## src/rtl/matrix_fifo_pkg.sv

```systemverilog
// Shared definitions for the FIFO push buffer: buffer occupancy states and
// the width helper used to size the line counter.
package matrix_fifo_pkg;

    typedef enum logic [1:0] {
        EMPTY = 2'd0,
        ONE   = 2'd1,
        TWO   = 2'd2
    } state_t;

    // Smallest bit count able to index 0..value-1 (value >= 2).
    function automatic int clog2(input int value);
        int result;
        result = 0;
        for (int i = 0; i < 31; i++) begin
            if ((1 << i) < value) begin
                result = i + 1;
            end
        end
        return result;
    endfunction

endpackage

```

## src/rtl/matrix_fifo_skid2.sv

```systemverilog
// Two-entry in-order buffer (head + skid) between the pixel source and the
// FIFO write port; head is always the word currently offered downstream.
module matrix_fifo_skid2
    import matrix_fifo_pkg::*;
#(
    parameter int c_DATA_WIDTH = 32
) (
    input  logic                    clk,
    input  logic                    srst,
    input  logic                    clr,
    input  logic                    accept,
    input  logic                    push,
    input  logic [c_DATA_WIDTH-1:0] in_data,
    output logic [c_DATA_WIDTH-1:0] head,
    output logic                    occupied,
    output logic                    full_next
);

    state_t                  state_reg;
    state_t                  state_next;
    logic [c_DATA_WIDTH-1:0] head_reg;
    logic [c_DATA_WIDTH-1:0] head_next;
    logic [c_DATA_WIDTH-1:0] skid_reg;
    logic [c_DATA_WIDTH-1:0] skid_next;

    always_comb begin
        state_next = state_reg;
        head_next  = head_reg;
        skid_next  = skid_reg;
        case (state_reg)
            EMPTY: begin
                if (accept) begin
                    head_next  = in_data;
                    state_next = ONE;
                end
            end
            ONE: begin
                if (accept && push) begin
                    head_next = in_data;
                end else if (accept) begin
                    skid_next  = in_data;
                    state_next = TWO;
                end else if (push) begin
                    state_next = EMPTY;
                end
            end
            TWO: begin
                // No accept possible here: the ready flop was cleared on entry.
                if (push) begin
                    head_next  = skid_reg;
                    state_next = ONE;
                end
            end
            default: begin
                state_next = EMPTY;
            end
        endcase
    end

    always_ff @(posedge clk) begin
        if (srst) begin
            state_reg <= EMPTY;
            head_reg  <= '0;
            skid_reg  <= '0;
        end else if (clr) begin
            state_reg <= EMPTY;
        end else begin
            state_reg <= state_next;
            head_reg  <= head_next;
            skid_reg  <= skid_next;
        end
    end

    assign head      = head_reg;
    assign occupied  = (state_reg != EMPTY);
    assign full_next = (state_next == TWO);

endmodule

```

## src/rtl/matrix_fifo_push_buf.sv

```systemverilog
// Pixel-stream front end for a FIFO write port: registered-ready skid buffer,
// per-line word counter and end-of-line pulse, with synchronous flush.
module matrix_fifo_push_buf
    import matrix_fifo_pkg::*;
#(
    parameter int c_DATA_WIDTH = 32,
    parameter int c_LINE_LEN   = 640
) (
    input  logic                            wr_clk,
    input  logic                            wr_rst,
    input  logic [c_DATA_WIDTH-1:0]         in_data,
    input  logic                            in_valid,
    output logic                            in_ready,
    input  logic                            in_flush,
    output logic [c_DATA_WIDTH-1:0]         wr_data,
    output logic                            wr_en,
    input  logic                            wr_vld,
    output logic [clog2(c_LINE_LEN)-1:0]    line_cnt,
    output logic                            line_done
);

    localparam int                 c_CNT_W = clog2(c_LINE_LEN);
    localparam logic [c_CNT_W-1:0] c_LAST  = c_CNT_W'(c_LINE_LEN - 1);

    logic               accept;
    logic               push;
    logic               full_next;
    logic               in_ready_reg;
    logic               in_ready_next;
    logic [c_CNT_W-1:0] line_cnt_reg;
    logic [c_CNT_W-1:0] line_cnt_next;
    logic               line_done_reg;
    logic               line_done_next;

    assign accept = in_valid & in_ready_reg;
    assign push   = wr_en & wr_vld;

    matrix_fifo_skid2 #(
        .c_DATA_WIDTH (c_DATA_WIDTH)
    ) u_skid2 (
        .clk       (wr_clk),
        .srst      (wr_rst),
        .clr       (in_flush),
        .accept    (accept),
        .push      (push),
        .in_data   (in_data),
        .head      (wr_data),
        .occupied  (wr_en),
        .full_next (full_next)
    );

    always_comb begin
        line_cnt_next  = line_cnt_reg;
        line_done_next = 1'b0;
        if (push) begin
            if (line_cnt_reg == c_LAST) begin
                line_cnt_next  = '0;
                line_done_next = 1'b1;
            end else begin
                line_cnt_next = line_cnt_reg + 1'b1;
            end
        end
        // A flush still lets the FIFO take its word, but the line restarts.
        if (in_flush) begin
            line_cnt_next  = '0;
            line_done_next = 1'b0;
        end
        in_ready_next = ~in_flush & ~full_next;
    end

    always_ff @(posedge wr_clk) begin
        if (wr_rst) begin
            in_ready_reg  <= 1'b0;
            line_cnt_reg  <= '0;
            line_done_reg <= 1'b0;
        end else begin
            in_ready_reg  <= in_ready_next;
            line_cnt_reg  <= line_cnt_next;
            line_done_reg <= line_done_next;
        end
    end

    assign in_ready  = in_ready_reg;
    assign line_cnt  = line_cnt_reg;
    assign line_done = line_done_reg;

endmodule

```

## config.mk

```make
export PLATFORM = sky130hd
export DESIGN_NAME = matrix_fifo_push_buf
export DESIGN_NICKNAME = d
export VERILOG_FILES = /design/src/rtl/matrix_fifo_pkg.sv /design/src/rtl/matrix_fifo_skid2.sv /design/src/rtl/matrix_fifo_push_buf.sv
export SDC_FILE = /design/constraint.sdc
export NUM_CORES = 1
export LEC_CHECK = 0
export BUFFER_PORTS_ARGS = -buffer_cell sky130_fd_sc_hd__buf_2
export CAP_MARGIN = 15
export CORE_MARGIN = 2
export CORE_UTILIZATION = 42
export CTS_CLUSTER_DIAMETER = 30
export DETAILED_ROUTE_END_ITERATION = 10
export PLACE_DENSITY = 0.71
export REMOVE_ABC_BUFFERS = 1
export SLEW_MARGIN = 20
export SYNTH_ARGS = -nofsm -noshare
export SYNTH_HDL_FRONTEND = slang
export SYNTH_SLANG_ARGS = --single-unit
```

## constraint.sdc

```tcl
create_clock -name wr_clk -period 2.17 [get_ports wr_clk]
set_clock_uncertainty 0.05 [all_clocks]
set_input_delay 0.651 -clock wr_clk [delete_from_list [all_inputs] [get_ports wr_clk]]
set_output_delay 0.651 -clock wr_clk [all_outputs]
set_load 0.01 [all_outputs]
```

Word-level counts from Yosys, hierarchy flattened
Cells that the tools add are included.
- bits of input ports: 37
- memory bits (read-only): 0
- memories: 0
- register bits: 78
- word-level logic and storage cells: 41
- memory bits (writable): 0
- bits in latches: 0
- shifts and indexed selects: 0
- $mul: 0
- add/subtract/negate cells: 1
- bitwise gates (word level): 7
- reductions and logical operators: 8
- equality and inequality tests: 7
- mux-type cells: 12
- order comparisons: 0
- div/mod/pow operators: 0
- operators by type and width (operator ; count):
    $mux W32 ; 3
    $pmux W32 S3 ; 1
    $add A10 B1 Y10 const B ; 1
    $eq A10 B10 Y1 const B ; 1
    $mux W10 ; 1
    $mux W2 ; 5
    $ne A2 B1 Y1 const B ; 3
    $pmux W2 S3 ; 1
    $reduce_and A5 Y1 ; 1
    $eq A2 B2 Y1 const B ; 2
    $not A1 Y1 ; 4
    $reduce_and A4 Y1 ; 1
    $and A1 B1 Y1 ; 3
    $reduce_bool A3 Y1 ; 1
    $reduce_or A3 Y1 ; 1
    $eq A2 B1 Y1 const B ; 1
    $logic_not A2 Y1 ; 1
    $reduce_bool A2 Y1 ; 1
    $reduce_or A2 Y1 ; 1
    $logic_and A1 B1 Y1 ; 1
    $mux W1 ; 1

Longest topological paths before layout
- depth in word-level cells: 9
- mapped depth: 7
- gate-level depth less buffers: 5

Modules after synthesis
A second synthesis with hierarchy kept.
- cell total of the unflattened synthesis: 368
- area total of the unflattened synthesis: 3464.6 um2
- by module, submodules not included (module ; sequential area each (um2) ; cells an instance ; times used ; area an instance (um2)):
    matrix_fifo_skid2 ; 1321.3 ; 303 ; 1 ; 2872.8
    matrix_fifo_push_buf ; 240.2 ; 65 ; 1 ; 591.8

Least setup slack after synthesis
No wires, ideal clock.
- kind: input to register
- start: input in_valid
- end: register u_skid2.head_reg[10] (netlist: u_skid2.head[10])
- stages on the path: 4
- library setup time: 0.142 ns
- required time: 1.978 ns
- arrival: 1.584 ns
- path slack: 0.394 ns
- path buffers: 1
- path through: nand2_1 o31ai_4 clkbuf_1 a311oi_1
- longest elaborated chain between the ends: 4
- elaborated cells on any way between the ends: 5
- classes of those cells: eq/ne: 2; bitwise: 1; reduce/logical: 2
- ends and longest elaborated chain (element ; line ; RTL):
    start: declaration ; matrix_fifo_push_buf.sv:12 ; input logic in_valid,
    $and A1 B1 Y1 * ; matrix_fifo_push_buf.sv:35 ; assign accept = in_valid & in_ready_reg;
    $logic_and A1 B1 Y1 ; matrix_fifo_skid2.sv:38 ; if (accept && push) begin
    $ne A2 B1 Y1 (no source line) ; n/a ;
    $reduce_and A5 Y1 (no source line) * ; n/a ;
    end signal: assignment ; matrix_fifo_skid2.sv:69 ; head_reg <= head_next;
    end: declaration ; matrix_fifo_skid2.sv:21 ; logic [c_DATA_WIDTH-1:0] head_reg;
Mark *: on every way between the ends. The rest lies on a longest branch, timed or not.
A chain may end at the register's enable or synchronous reset.

Worst setup path in the final report
- start: register u_skid2.state_reg[1]
- end: output wr_en
- longest elaborated chain between the ends: 1
- ends and longest elaborated chain (element ; line ; RTL):
    start: declaration ; matrix_fifo_skid2.sv:19 ; state_t state_reg;
    start signal: assignment ; matrix_fifo_skid2.sv:68 ; state_reg <= state_next;
    $reduce_bool A2 Y1 ; matrix_fifo_skid2.sv:75 ; assign occupied = (state_reg != EMPTY);
    end: declaration ; matrix_fifo_push_buf.sv:16 ; output logic wr_en,
No other way between the ends.

==> impl_summary.log <==
[metrics] R2R setup slack: about 0.46 ns
[metrics] global-route usage over all layers: 17.8%
[metrics] number of global-route vias before repair: 2613
[metrics] Post-Synthesis Mean Instance Area: 8.92 sq um
[metrics] cell type with the largest total area after synthesis: dfxtp_1
[metrics] root cell of the clock tree: clkbuf_8
[metrics] post-synthesis cell area: around 3300 sq um
[metrics] post-route insts no fill: 541
[metrics] hold path endpoint: u_skid2.skid_reg[3]$_SDFFE_PP0P_
[metrics] maximum resistive drop on vdd: 0.000498 V
[metrics] most common cell after layout, fill and taps aside: buf_2
[metrics] number of buffer cells added on primary ports: between 80 and 90
[metrics] DIE WIDTH: 92.3 microns
[metrics] Slew headroom: just over 60%
[metrics] Worst R2R Path Depth: 4
[metrics] post-route cell area: slightly below 4000 sq um
[metrics] core footprint: 7650 sq um
[metrics] category of the worst setup path capture point: output pin
[metrics] critical setup path kind: reg2out
[metrics] kind of cell adding the most delay to the critical path: flip-flops
[metrics] initial DRC count: 133
[metrics] number of stages on the worst hold path: 2
[metrics] initial antenna violation count: 0
[metrics] CTS clk-pin slew, worst paths: ~0.08 ns
[metrics] floorplan die area: 8510 sq um
[metrics] post-synthesis register bit count: 78
[metrics] slew at the pin closest to its max-slew limit: 0.558 ns
[metrics] clock latency of the later-clocked register in the worst-skew pair: 0.34 ns
[metrics] P_leak: 1.72 nW
[metrics] Die Height: 92.3 microns
[metrics] half-perimeter wire length of the detailed placement result: about 4600 microns
[metrics] Hold Violations, Final: 0
[metrics] Synth top area share: 47.7%
[metrics] main area contributors after synthesis: dfxtp_1 48%, a21oi_1 10%, mux2i_1 10%, a311oi_1 8.6%, nand2_1 8.3%
[metrics] standard cell with the maximum stage delay on the critical path: dfxtp_1
[metrics] Final nets: about 470
[metrics] maximum number of buffers from clock root to sink: 2
[metrics] CTS tree: done
[metrics] run status: finished clean
[metrics] Post-DP Area: 3750 sq um
[metrics] number of pins with negative max-slew slack in the final report: 0
[metrics] CTS HTree Levels: 3
[metrics] starting density of the core: 42.8%
[metrics] Setup Viol. Count Final: 0
[metrics] number of sinks driven by the clock tree: 78
[metrics] Startpoint Class: flop
[metrics] destination of the worst register-to-register timing path: line_cnt[0]$_SDFFE_PP0P_
[metrics] io pins: 82
[metrics] final period utilization: between 80% and 90%
[metrics] Highest Clock Rate: 516 MHz
[metrics] data arrival time of the critical path: between 1 and 1.5 ns
[metrics] number of buffers inserted during clock tree synthesis: 9
[metrics] Residual DRC: 0
[metrics] switching power total: between 0.6 and 0.7 mW
[metrics] iteration count of the initial detailed-routing pass: 4
[metrics] Max Cap Violations: 0
[metrics] most frequent cells in the layout: 81 x buf_2, 78 x dfxtp_1, 72 x nand2_1
[metrics] critical path's largest stage delay: 0.42 ns
[metrics] start of the worst register-to-register path: u_skid2.state_reg[1]$_SDFF_PP0_
[metrics] count of warnings emitted by yosys: 0
[metrics] cell internal pwr: 2.22 mW
[metrics] global-route wire length before repair: 12200 microns
[metrics] start point of the worst hold path: u_skid2.skid_reg[3]$_SDFFE_PP0P_
[metrics] largest net degree at the start of global routing: 66
[metrics] buffers plus inverters on the worst setup path: 1
[metrics] combinational fraction of design power: 7.2%
[metrics] highest net fanout along the worst path: 9
[metrics] post-synthesis sequential area ratio: 47.7%
[metrics] number of gates resized after CTS: 0
[metrics] critical path, cell by cell: or2_2, buf_2
[metrics] proportion of power drawn by flip-flops and latches: 51.1%
[metrics] relative contribution of the clock network to total power: 41.7%
[metrics] unrepaired setup endpoints after global routing: no
[metrics] critical path data required time: around 1.5 ns
[metrics] instance count after placement with tap cells included: between 500 and 600
[metrics] via total after detailed routing: approximately 2800
[metrics] count of hold-fix buffers inserted at cts: 0
[metrics] type of the worst min-delay path: reg2reg
[metrics] power per cell area: approximately 720 nW/um^2
[metrics] cell row count: 32
[metrics] Post-Synthesis Cells: 367
[metrics] GPL Wtd Cong: 0.757
[metrics] Area growth syn-to-layout: 21.3%
[metrics] library cells used by synthesis: 32
[metrics] min Tclk post-route: a little under 2 ns
[metrics] Post-CTS Repair Setup Buffers: 0
[metrics] routed length per instance: 13.6 microns
[metrics] antenna violation net count after detailed routing: 0
[metrics] fill cell count: 744
[metrics] switching share of power: 22.6%
[metrics] total wire length: 7360 microns
[metrics] fraction of final layout cells with drive strength greater than 1: about a quarter
[metrics] overall overflow remaining after global route: 0
[metrics] via density per instance: 5.16
[metrics] Antenna diodes: 0
final cells by class:
class | instances | area, sq um | share of cell area (%)
Clock buffer | 11 | 141 | 3.56
Clock inverter | 5 | 82.6 | 2.08
Inverter | 2 | 7.51 | 0.189
Multi-Input combinational cell | 254 | 1550 | 39.0
Sequential cell | 78 | 1560 | 39.3
Tap cell | 102 | 128 | 3.21
Timing Repair Buffer | 89 | 503 | 12.7
worst max-delay path by stage:
| stage | end | slack, ns | from | cells after the start |
|---|---|---|---|---|
| floorplan | u_skid2.skid_reg[0]$_SDFFE_PP0P_ | -0.82 | in_flush | 4 |
| global placement | u_skid2.head[28]$_SDFFE_PP0P_ | 0.28 | in_valid | 6 |
| detailed placement | u_skid2.head[10]$_SDFFE_PP0P_ | 0.20 | in_valid | 6 |
| CTS | wr_en | 0.22 | u_skid2.state_reg[1]$_SDFF_PP0_ | 2 |
| global route | wr_en | 0.16 | u_skid2.state_reg[1]$_SDFF_PP0_ | 2 |
| finish | wr_en | 0.23 | u_skid2.state_reg[1]$_SDFF_PP0_ | 2 |
per-stage QoR:
| stage | power, mW | TNS (ns) | hold WS [ns] | setup slack, ns | utilization (%) |
|---|---|---|---|---|---|
| floorplan | 1.59 | -39.14 | 0.380 | -0.819 | - |
| global placement | 1.70 | 0 | 0.391 | 0.280 | 49.0 |
| detailed placement | 1.71 | 0 | 0.396 | 0.203 | 49.0 |
| CTS | 2.90 | 0 | 0.407 | 0.219 | 51.9 |
| global route | 3.00 | 0 | 0.423 | 0.159 | 51.9 |
| finish | 2.87 | 0 | 0.405 | 0.234 | 51.9 |
cell usage after synthesis:
library cell / count
nor4_1: 3
mux2i_1: 33
o22a_1: 1
clkbuf_1: 21
inv_1: 2
nand3b_1: 1
o31ai_4: 1
xnor2_1: 7
or2_2: 2
buf_1: 1
and3_1: 2
a311oi_1: 32
nand2b_1: 1
nor3_1: 2
nor2b_2: 1
buf_2: 7
nand3_1: 4
xor2_1: 2
o21a_1: 1
nand2_1: 72
buf_4: 1
nor2_1: 14
buf_6: 3
and2_1: 1
o21ai_1: 1
nor4b_1: 1
ha_1: 1
a21o_1: 2
and3b_1: 1
nand4_1: 1
a21oi_1: 67
dfxtp_1: 78
layer usage:
layer	routed length (microns)	up-vias	share of wire [%]	global-route usage, %
met4	53	0	0.72	4.10
met5	0	-	0	0
met1	3540	1276	48	23.0
met3	505	6	6.9	6.00
met2	3260	73	44	28.7
li1	-	1438	-	-
logic make-up (layout without fill, tap and decap cells):
group                    Yosys count  in the layout  share of synthesized area, %
AO/OA/AOI/OAI                    105            105                          20.6
flip-flops                        78             78                          47.7
AND/OR/NAND/NOR                  106            106                          13.7
multiplexers                      33             33                          10.1
buffers and inverters             35            107                          5.09
adder cells (fa/ha/maj)            1              1                         0.382
XOR/XNOR                           9              9                          2.41
worst reg2reg max path: stages (launching register included):
cell and delay [ns]:
dfxtp_1 0.54, o21ai_1 0.28, nor3_1 0.39, a21o_1 0.27
nor2_1 0.07
power groups by stage:
stage | registers, mW | clock network, mW | logic, mW
floorplan | 1.51 | 0 | 0.0835
global placement | 1.50 | 0 | 0.205
detailed placement | 1.50 | 0 | 0.208
CTS | 1.47 | 1.23 | 0.208
global route | 1.47 | 1.30 | 0.229
finish | 1.47 | 1.20 | 0.208
(Power assumes the default switching activity.)
